[config.mk]
export PLATFORM = sky130hd
export DESIGN_NAME = ehl_gpio_arbiter
export DESIGN_NICKNAME = d
export VERILOG_FILES = /design/src/rtl/ehl_gpio_arbiter.sv
export SDC_FILE = /design/constraint.sdc
export NUM_CORES = 1
export LEC_CHECK = 0
export BUFFER_PORTS_ARGS = -buffer_cell sky130_fd_sc_hd__buf_2
export CORE_AREA = 4 4 102 123
export DETAILED_ROUTE_END_ITERATION = 8
export DIE_AREA = 0 0 106 127
export PLACE_DENSITY = 0.85
export SYNTH_ARGS = -nofsm -noshare
export SYNTH_HDL_FRONTEND = slang
export SYNTH_SLANG_ARGS = --single-unit
[constraint.sdc]
create_clock -name clk -period 6.65 [get_ports clk]
set_input_delay 0.3325 -clock clk [delete_from_list [all_inputs] [get_ports clk]]
set_output_delay 0.3325 -clock clk [all_outputs]
set_load 0.02 [all_outputs]
[src/rtl/ehl_gpio_arbiter.sv]
// ehl_gpio_arbiter
// ----------------
// Two bus requesters share the single GPIO register-access port: requester 0
// is normally the CPU slave port and requester 1 the debug/DMA port.
// Arbitration is round-robin. A requester can keep ownership across accesses
// with its lock input, so that a read-modify-write on one GPIO register is not
// interleaved with the other requester. A held lock expires after LOCK_TMO
// idle cycles in which its owner does not request (LOCK_TMO = 0 never expires).
//
// Each access runs IDLE -> ACCESS -> RESP -> IDLE:
//   IDLE   : pick a winner and capture its we/addr/wdata
//   ACCESS : one-cycle gpio_wr or gpio_rd strobe to the decoder
//   RESP   : owner's ack pulses, read data is returned, lock and pointer updated
//
// Ports
//   clk, reset          clock, asynchronous active-high reset
//   req0/req1           access request, held with its fields until ack
//   we0/we1             1 = write, 0 = read
//   lock0/lock1         keep ownership after this access
//   addr0/addr1         6-bit GPIO address {reg[3:0], op[1:0]}
//   wdata0/wdata1       write data
//   ack0/ack1           one-cycle completion pulse
//   rdata0/rdata1       read data, valid with ack and held until that port's next ack
//   gpio_wr/gpio_rd     strobes to the decoder, only ever asserted in ACCESS
//   gpio_addr/gpio_wdata address and data to the decoder, hold their last value
//   gpio_rdata          register-file read mux, valid the cycle after gpio_rd
//   grant               one-hot current owner, 0 when idle
//   locked              lock currently held
module ehl_gpio_arbiter #(
    parameter int WIDTH    = 32,
    parameter int LOCK_TMO = 15,
    parameter int TMO_W    = 4
) (
    input  logic             clk,
    input  logic             reset,
    input  logic             req0,
    input  logic             req1,
    input  logic             we0,
    input  logic             we1,
    input  logic             lock0,
    input  logic             lock1,
    input  logic [5:0]       addr0,
    input  logic [5:0]       addr1,
    input  logic [WIDTH-1:0] wdata0,
    input  logic [WIDTH-1:0] wdata1,
    output logic             ack0,
    output logic             ack1,
    output logic [WIDTH-1:0] rdata0,
    output logic [WIDTH-1:0] rdata1,
    output logic             gpio_wr,
    output logic             gpio_rd,
    output logic [5:0]       gpio_addr,
    output logic [WIDTH-1:0] gpio_wdata,
    input  logic [WIDTH-1:0] gpio_rdata,
    output logic [1:0]       grant,
    output logic             locked
);

    typedef enum logic [1:0] {
        IDLE   = 2'd0,
        ACCESS = 2'd1,
        RESP   = 2'd2
    } state_t;

    localparam logic             TMO_ON    = (LOCK_TMO != 0);
    localparam logic [TMO_W-1:0] TMO_LIMIT = TMO_W'(LOCK_TMO);

    state_t             state;
    state_t             state_nxt;

    // Captured request of the current owner
    logic               owner;
    logic               cur_we;
    logic [5:0]         cur_addr;
    logic [WIDTH-1:0]   cur_wdata;

    // Lock, timeout and round-robin bookkeeping
    logic               lock_held;
    logic               lock_owner;
    logic               last_owner;
    logic [TMO_W-1:0]   tmo_cnt;

    logic [WIDTH-1:0]   rdata0_q;
    logic [WIDTH-1:0]   rdata1_q;

    logic               win;
    logic               win_id;
    logic               owner_req;
    logic               tmo_expire;

    // Arbitration and next state. A lock that expires in this cycle no longer
    // restricts eligibility, so the other requester can win in the same cycle.
    always_comb begin
        state_nxt  = state;
        win        = 1'b0;
        win_id     = 1'b0;
        owner_req  = lock_owner ? req1 : req0;
        tmo_expire = (state == IDLE) && TMO_ON && lock_held && !owner_req &&
                     (tmo_cnt == TMO_LIMIT);
        case (state)
            IDLE: begin
                if (lock_held && !tmo_expire) begin
                    win    = owner_req;
                    win_id = lock_owner;
                end else if (req0 && req1) begin
                    win    = 1'b1;
                    win_id = !last_owner;
                end else if (req0 || req1) begin
                    win    = 1'b1;
                    win_id = req1;
                end
                if (win) begin
                    state_nxt = ACCESS;
                end
            end
            ACCESS:  state_nxt = RESP;
            RESP:    state_nxt = IDLE;
            default: state_nxt = IDLE;
        endcase
    end

    // State register; reset mid-access drops the strobe and loses the ack.
    always_ff @(posedge clk or posedge reset) begin
        if (reset) begin
            state <= IDLE;
        end else begin
            state <= state_nxt;
        end
    end

    // Capture the winner's request fields. These also drive gpio_addr and
    // gpio_wdata directly, which is why those outputs hold between accesses.
    always_ff @(posedge clk or posedge reset) begin
        if (reset) begin
            owner     <= 1'b0;
            cur_we    <= 1'b0;
            cur_addr  <= '0;
            cur_wdata <= '0;
        end else if (state == IDLE && win) begin
            owner     <= win_id;
            cur_we    <= win_id ? we1 : we0;
            cur_addr  <= win_id ? addr1 : addr0;
            cur_wdata <= win_id ? wdata1 : wdata0;
        end
    end

    // Lock and timeout. While locked in IDLE without a win the owner is by
    // construction not requesting, so every such cycle counts towards expiry.
    // RESP refreshes the lock from the owner's lock input and moves the
    // round-robin pointer; last_owner starts at 1 so requester 0 wins first.
    always_ff @(posedge clk or posedge reset) begin
        if (reset) begin
            lock_held  <= 1'b0;
            lock_owner <= 1'b0;
            last_owner <= 1'b1;
            tmo_cnt    <= '0;
        end else begin
            case (state)
                IDLE: begin
                    if (tmo_expire) begin
                        lock_held <= 1'b0;
                    end
                    if (win || tmo_expire) begin
                        tmo_cnt <= '0;
                    end else if (TMO_ON && lock_held) begin
                        tmo_cnt <= tmo_cnt + TMO_W'(1);
                    end
                end
                RESP: begin
                    lock_held  <= owner ? lock1 : lock0;
                    lock_owner <= owner;
                    last_owner <= owner;
                end
                default: begin
                end
            endcase
        end
    end

    // Read-data holding registers, loaded at the end of a read's RESP cycle.
    always_ff @(posedge clk or posedge reset) begin
        if (reset) begin
            rdata0_q <= '0;
            rdata1_q <= '0;
        end else if (state == RESP && !cur_we) begin
            if (owner) begin
                rdata1_q <= gpio_rdata;
            end else begin
                rdata0_q <= gpio_rdata;
            end
        end
    end

    // gpio_rdata is only valid during RESP, so a read bypasses it straight to
    // the owner's rdata while ack is high; afterwards the holding register
    // keeps presenting the same value.
    always_comb begin
        gpio_wr    = (state == ACCESS) && cur_we;
        gpio_rd    = (state == ACCESS) && !cur_we;
        gpio_addr  = cur_addr;
        gpio_wdata = cur_wdata;
        ack0       = (state == RESP) && !owner;
        ack1       = (state == RESP) && owner;
        rdata0     = (ack0 && !cur_we) ? gpio_rdata : rdata0_q;
        rdata1     = (ack1 && !cur_we) ? gpio_rdata : rdata1_q;
        grant      = (state == IDLE) ? 2'b00 : (owner ? 2'b10 : 2'b01);
        locked     = lock_held;
    end

endmodule
# Word level (Yosys, flattened, before mapping)
# Cells that the tools add are included.
# op_classes
addsub	1
multipliers	0
n_div	0
magnitude_cmp	0
n_eq_ne	5
n_shift	0
mux	24
n_bitwise	1
n_reduce_logical	27
# ops
operator	count
$mux W32	3
$logic_and A1 B1 Y1	13
$mux W1	13
$mux W4	2
$reduce_and A2 Y1	4
$mux W2	3
$mux W6	1
$logic_not A1 Y1	5
$add A4 B1 Y4 const B	1
$eq A4 B4 Y1 const B	1
$pmux W2 S2	1
$reduce_bool A2 Y1	2
$eq A2 B1 Y1 const B	1
$eq A2 B2 Y1 const B	1
$logic_not A2 Y1	1
$logic_or A1 B1 Y1	2
$ne A2 B1 Y1 const B	1
$ne A2 B2 Y1 const B	1
$pmux W1 S2	1
$not A1 Y1	1
# totals
reg_bits	113
latch_bits	0
mem_bits_rw	0
mem_bits_ro	0
word_cells	69
n_memories	0

# Longest topological paths before layout
# Gate-level depths: netlist (run 1).
# logic_depth
ltp_word	12
depth_mapped	8
mapped_depth_nobuf	5

# Worst setup path before layout (run 1)
# Ideal clock, no wire load.
# synth_path
path_type	reg2out
startpoint	register state[0]
endpoint	output port rdata1[10]
arrival_ps	1706
t_required_ps	6318
setup_slack_ps	4611
path_stages_with_launch	7
path_buffers	2
cell_sequence	dfrtp_1 nand2b_1 buf_2 or2_4 nor2_8 buf_4 mux2_1
# synth_via
elab_chain_cells	4
# synth_rtl
element	line	text
start, declared	68	state_t state;
start signal, assigned	127	state <= state_nxt;
$eq A2 B2 Y1	203	ack1 = (state == RESP) && owner;
$logic_and A1 B1 Y1	203	
$logic_and A1 B1 Y1	205	rdata1 = (ack1 && !cur_we) ? gpio_rdata : rdata1_q;
$mux W32	205	
end, declared	49	output logic [WIDTH-1:0] rdata1,
# Every way passes these cells.

# Final worst setup path (run 1)
# layout_path
startpoint	register state[0]
endpoint	output port rdata1[1]
# The elaborated chain is that of the path after synthesis.

==> results of run 1 <==
==> report_power, final <==
group          internal, W  switching (W)  leakage (nW)  total [W]
combinational     0.000793        0.00114          2.06    0.00194
clock             0.000589       0.000318         0.283   0.000907
sequential         0.00103       0.000215          1.34    0.00125
==> layout make-up <==
class                      instances  area share
sequential                       113       0.365
tap                              157      0.0253
timing repair buffer             235       0.155
clock buffer                      19      0.0558
multi-input combinational        337       0.375
inverter                           5     0.00274
clock inverter                    13      0.0210
==> worst paths after layout <==
| kind | start | slack, ns | cells after the start | endpoint |
|---|---|---|---|---|
| worst max-delay path | state[0]$_DFFE_PP0P_ | 3.55 | 6 | rdata1[1] |
| worst min-delay path | reset | 0.007 | 2 | rdata1_q[24]$_DFFE_PP0P_ |
| worst max register to register | state[1]$_DFFE_PP0P_ | 4.26 | 5 | gpio_wdata[24]$_DFFE_PP0P_ |
| worst min register to register | rdata1_q[3]$_DFFE_PP0P_ | 0.48 | 1 | rdata1_q[3]$_DFFE_PP0P_ |
| max in group asynchronous | reset | 5.39 | 3 | rdata1_q[27]$_DFFE_PP0P_ |
| min in group clk | wdata1[21] | 0.19 | 3 | gpio_wdata[21]$_DFFE_PP0P_ |
==> flip-flops by register name (all words and copies together) (netlist names) <==
register	cells
gpio_wdata	32
tmo_cnt	4
locked	1
state	2
last_owner	1
owner	1
cur_we	1
rdata0_q	32
rdata1_q	32
gpio_addr	6
lock_owner	1
==> layer usage <==
metal	up-vias	track usage	wire [µm]
li1	2346	-	-
met1	2464	0.281	6220
met4	0	0.101	387
met3	31	0.0627	1300
met5	-	0	0
met2	234	0.411	7950
==> kinds of logic after synthesis <==
| group | after synthesis | synth area share |
|---|---|---|
| muxes | 130 | 0.243 |
| and+or+nand+nor | 76 | 0.0945 |
| adders and majority gates | 1 | 0.00208 |
| buffers and inverters | 58 | 0.0499 |
| DFF | 113 | 0.470 |
| AOI/OAI and AO/OA | 130 | 0.140 |
==> placed cells by master (no fill, tap or decap), types with 4 or more instances in the layout <==
cell type,instances
clkbuf_16,17
o31ai_1,40
dfrtp_1,112
nand2_1,9
a31oi_1,39
a21oi_1,40
mux2_1,65
inv_1,4
mux2_2,63
nor2_1,7
buf_2,224
buf_4,11
nand4b_1,39
==> per-stage QoR <==
stage                     area [µm²]  hold WS, ns  power [W]   util  instances
final                           7750      0.00689    0.00409  0.680        879
after CTS                       7750       0.0188    0.00412  0.680        879
after detailed placement        7160        0.456    0.00319  0.627        847
after floorplan                 6010        0.439    0.00260      -        508
after global routing            7750       0.0551    0.00434  0.680        879
after global placement          7160        0.443    0.00310  0.627        847
==> impl_metrics.toml, run 1 <==
[outcome]
status = "completed"

[sta]
final.setup.worst_slack_ns = 3.55
final-max-slew-violation-count = 0
slew_headroom = 0.463
post-route-min-period_ns = 3.10
setup-tns-final_ns = 0
fin_crit_sh = 0.466
finalHoldViolCount = 0
fmax_mhz = 322
fin_skew_ns = 0.0119
rsz0062_at_grt = "no"
setup_violations = 0
worstMarginPinSlew_ns = 0.806

[setup_path]
max_stage_delay_ns = 0.63
cp.required_ns = 6.32
endpoint_kind = "primary output"
crit_arrival_ns = 2.77
crit_type = "register to primary output"
crit_fanout = 64
crit_path_top_delay_cell = "buf_4"
critPathLaunchType = "register"
path_buf_inv = 2
worstPathCellList = "nand2b_1 > or2_4 > nor2_8 > buf_4 > mux2_2 > buf_2"
critPathTopFamily = "buffers and inverters"

[final_layout]
diodes = 0
register_area_um2 = 2830
layout.nets = 826
syn_to_final_growth_pct = 28.9
drive_gt1_frac = 0.468
multiInputGateArea_um2 = 2910
fill_cells = 869

[detailed_routing]
drt-wirelength-per-cell_um = 18.0
drt.antenna.violating_nets = 0
first_pass_iters = 4
routed_wl_mm = 15.9
drtIter0Drc = 250
drc_errors = 0
via_count = 5075
via_per_inst = 5.77

[min_path]
min_path_type = "input port to async pin"

[clock_network]
h-tree-depth = 4
cts_tree = "done"
cts.sink_count = 113
cts_made_buffers = 17
postCtsSetupRepairBufs = 0
post_cts_resized = 0
cts_buffer_depth = 2
path_clk_slew_ns = 0.06
hold_buffers = 0
clock_latency_ns = 0.41
cts_root_buf = "clkbuf_16"

[floorplanning]
die_h_um = 127
fp-row-count = 43
ios = 225
start_util = 0.527
die-width_um = 106
core-area_um2 = 11400
dieArea_um2 = 13500

[yosys]
yosys_warnings = 0
synth_area_leaders = "dfrtp_1 (47%), mux2_1 (12%), mux2_2 (12%), nand4b_1 (5.7%), o31ai_1 (5.0%)"
ys.flop_type = "dfrtp_1"
synth.most_common_cell = "dfrtp_1"
synth-seq-cells = 113
synth_edf_count = 0
syn_avg_cell_area_um2 = 11.8
yosysTopAreaCellShare = 0.466
syn-cell-area_um2 = 6010
synth_seq_area_share = 0.470
yosysUniqueCellTypes = 43
synth_cells = 508
ys_top_cells_by_count = "dfrtp_1 (112), mux2_1 (65), mux2_2 (63), a21oi_1 (40), o31ai_1 (40)"
synth_nets = 625
async_reset_ff_frac = 1.00
synth_largest_area_cell = "dfrtp_1"

[place]
dp_hpwl_mm = 11.0
portBuffers = 224
place_congestion = 0.811
pre_cts_ws_ns = 3.96

[global_route]
overflow = 0
grt_pass1_wl_mm = 26.1
grt_pass1_vias = 5303
antenna_found_initial = 0
grt.total_usage = 0.238
grt_max_degree = 65

[pwr]
peakVddDrop_v = 0.000257
powerDensity_nw_per_um2 = 527
leakage_nw = 3.68

[run]
maxCapViolations = 0
(Power assumes the default switching activity.)
==> run 2, diff against run 1 <==
--- a/config.mk
+++ b/config.mk
@@ -6,10 +6,10 @@
 export NUM_CORES = 1
 export LEC_CHECK = 0
 export BUFFER_PORTS_ARGS = -buffer_cell sky130_fd_sc_hd__buf_2
-export CORE_AREA = 4 4 102 123
+export CORE_AREA = 4 4 106 128
 export DETAILED_ROUTE_END_ITERATION = 8
-export DIE_AREA = 0 0 106 127
-export PLACE_DENSITY = 0.85
+export DIE_AREA = 0 0 110 132
+export PLACE_DENSITY = 0.79
 export SYNTH_ARGS = -nofsm -noshare
 export SYNTH_HDL_FRONTEND = slang
 export SYNTH_SLANG_ARGS = --single-unit
==> constraint.sdc (replaced) <==
create_clock -name clk -period 3.2 [get_ports clk]
set_input_delay 0.16 -clock clk [delete_from_list [all_inputs] [get_ports clk]]
set_output_delay 0.16 -clock clk [all_outputs]
set_load 0.02 [all_outputs]
==> run 2 against run 1 <==
  * The run now ends with negative hold slack left
  * Clock power increased by 110%
  * Combinational power up 110%
  * Via count is 0.26% lower
  * Critical path depth did not move
  * Cell count is 1.7% higher
  * Non-clock buffer count increased by 8
  * Core utilization shrank 4.7 points
  * Critical path type unchanged
  * Highest routed layer unchanged
==> impl_metrics.toml, run 2 (synthesized netlist as in run 1, its figures left out) <==
[sta]
slew_headroom = 0.333
setup-tns-final_ns = 0
fin_crit_sh = 0.833
post-route-min-period_ns = 2.67
worstMarginPinSlew_ns = 1.00
fin_skew_ns = 0.0103
final-max-slew-violation-count = 0
setup_violations = 0
fmax_mhz = 375
hold_slack_ns = -0.0140
rsz0062_at_grt = "no"
finalHoldViolCount = 10

[place]
place_congestion = 0.827
portBuffers = 224
dp_hpwl_mm = 11.2

[floorplanning]
dieArea_um2 = 14500
die_h_um = 132
core-area_um2 = 12400
die-width_um = 110
ios = 225
fp-row-count = 45
start_util = 0.483

[detailed_routing]
routed_wl_mm = 16.0
drt-wirelength-per-cell_um = 17.9
drt.antenna.violating_nets = 0
first_pass_iters = 4
drtIter0Drc = 268
drc_errors = 0
via_count = 5062
via_per_inst = 5.66

[final_layout]
drive_gt1_frac = 0.468
diodes = 0
final_util = 0.633
final_common_cell = "buf_2"
syn_to_final_growth_pct = 31.0
final_cell_mix = "buf_2 (224), dfrtp_1 (112), mux2_1 (65)"
layout.nets = 834

[global_route]
grt_pass1_wl_mm = 25.4
grt.total_usage = 0.219
overflow = 0
grt_pass1_vias = 5115
grt_max_degree = 82
antenna_found_initial = 0

[pwr]
powerDensity_nw_per_um2 = 1080
power_w = 0.00853
leakage_nw = 3.73
peakVddDrop_v = 0.000478

[clock_network]
h-tree-depth = 4
cts_buffer_depth = 2
clock_latency_ns = 0.40
cts_made_buffers = 17
cts.sink_count = 113
cts_root_buf = "clkbuf_16"
cts_tree = "done"
path_clk_slew_ns = 0.05

[setup_path]
cp.required_ns = 3.04
endpoint_kind = "primary output"
crit_arrival_ns = 2.51
crit_type = "register to primary output"
critPathLaunchType = "register"
crit_fanout = 15

[min_path]
min_path_type = "input port to async pin"

[outcome]
status = "complete, but fails checks"
violations = "negative hold slack"

[run]
maxCapViolations = 0
-- run 2: cell types whose count changed in the layout (fill, tap and decap cells not counted) --
cell / change
clkbuf_8: +2
dlygate4sd3_1: +5
clkbuf_1: -1
buf_12: +2
buf_4: +1
clkinv_2: -1
-- run 2: power by group --
group | internal (W) | switching (W)
Sequential | 0.00214 | 0.000434
Combinational | 0.00167 | 0.00237
Clock | 0.00127 | 0.000656
Total | 0.00507 | 0.00346
-- run 2: area by class of cell --
cell class	count	area (µm²)
timing repair buffer	243	1300
tap	164	205
multi-input combinational	337	2910
inverter	5	21.3
clock inverter	12	158
sequential	113	2830
fill	972	4570
clock buffer	20	457
-- run 2: worst max-delay path, stage by stage, from the launching register on --
cell	delay (ns)
dfrtp_1	0.43
nand2b_1	0.28
or2_4	0.32
nor2_8	0.26
buf_4	0.29
mux2_1	0.35
buf_2	0.16
-- run 2: path summary, 6_finish.rpt --
kind	start	endpoint	slack, ns	depth (start not counted)
worst min register to register	last_owner$_DFFE_PP1P_	last_owner$_DFFE_PP1P_	0.47	2
max in group asynchronous	reset	last_owner$_DFFE_PP1P_	2.32	3
worst max register to register	tmo_cnt[0]$_DFFE_PP0P_	tmo_cnt[3]$_DFFE_PP0P_	1.06	6
worst min-delay path	reset	rdata1_q[24]$_DFFE_PP0P_	-0.01	2
min in group clk	gpio_rdata[9]	rdata1_q[9]$_DFFE_PP0P_	0.02	2
worst max-delay path	state[0]$_DFFE_PP0P_	rdata1[21]	0.53	6
-- run 2: stage by stage --
step | instance area [µm²] | std cells | worst slack, ns
finish | 7880 | 894 | 0.534
detailed placement | 7210 | 857 | 0.948
global route | 7880 | 894 | 0.390
floorplan | 6010 | 508 | 0.0543
global placement | 7210 | 857 | 1.01
CTS | 7880 | 894 | 0.504
-- run 2: metal layers --
layer  track usage  vias to the layer above  routed length, µm
met4        0.0769                        0                218
met3        0.0691                       19               1580
li1              -                     2365                  -
met2         0.355                      234               7810
met1         0.272                     2444               6370
met5             0                        -                  0
-- run 2: timing repair --
action / in CTS / in global routing
resized for setup: 0 / 0
setup buffers: 0 / 0
hold buffers: 5 / 0
endpoints found under the hold margin: 5 / 0
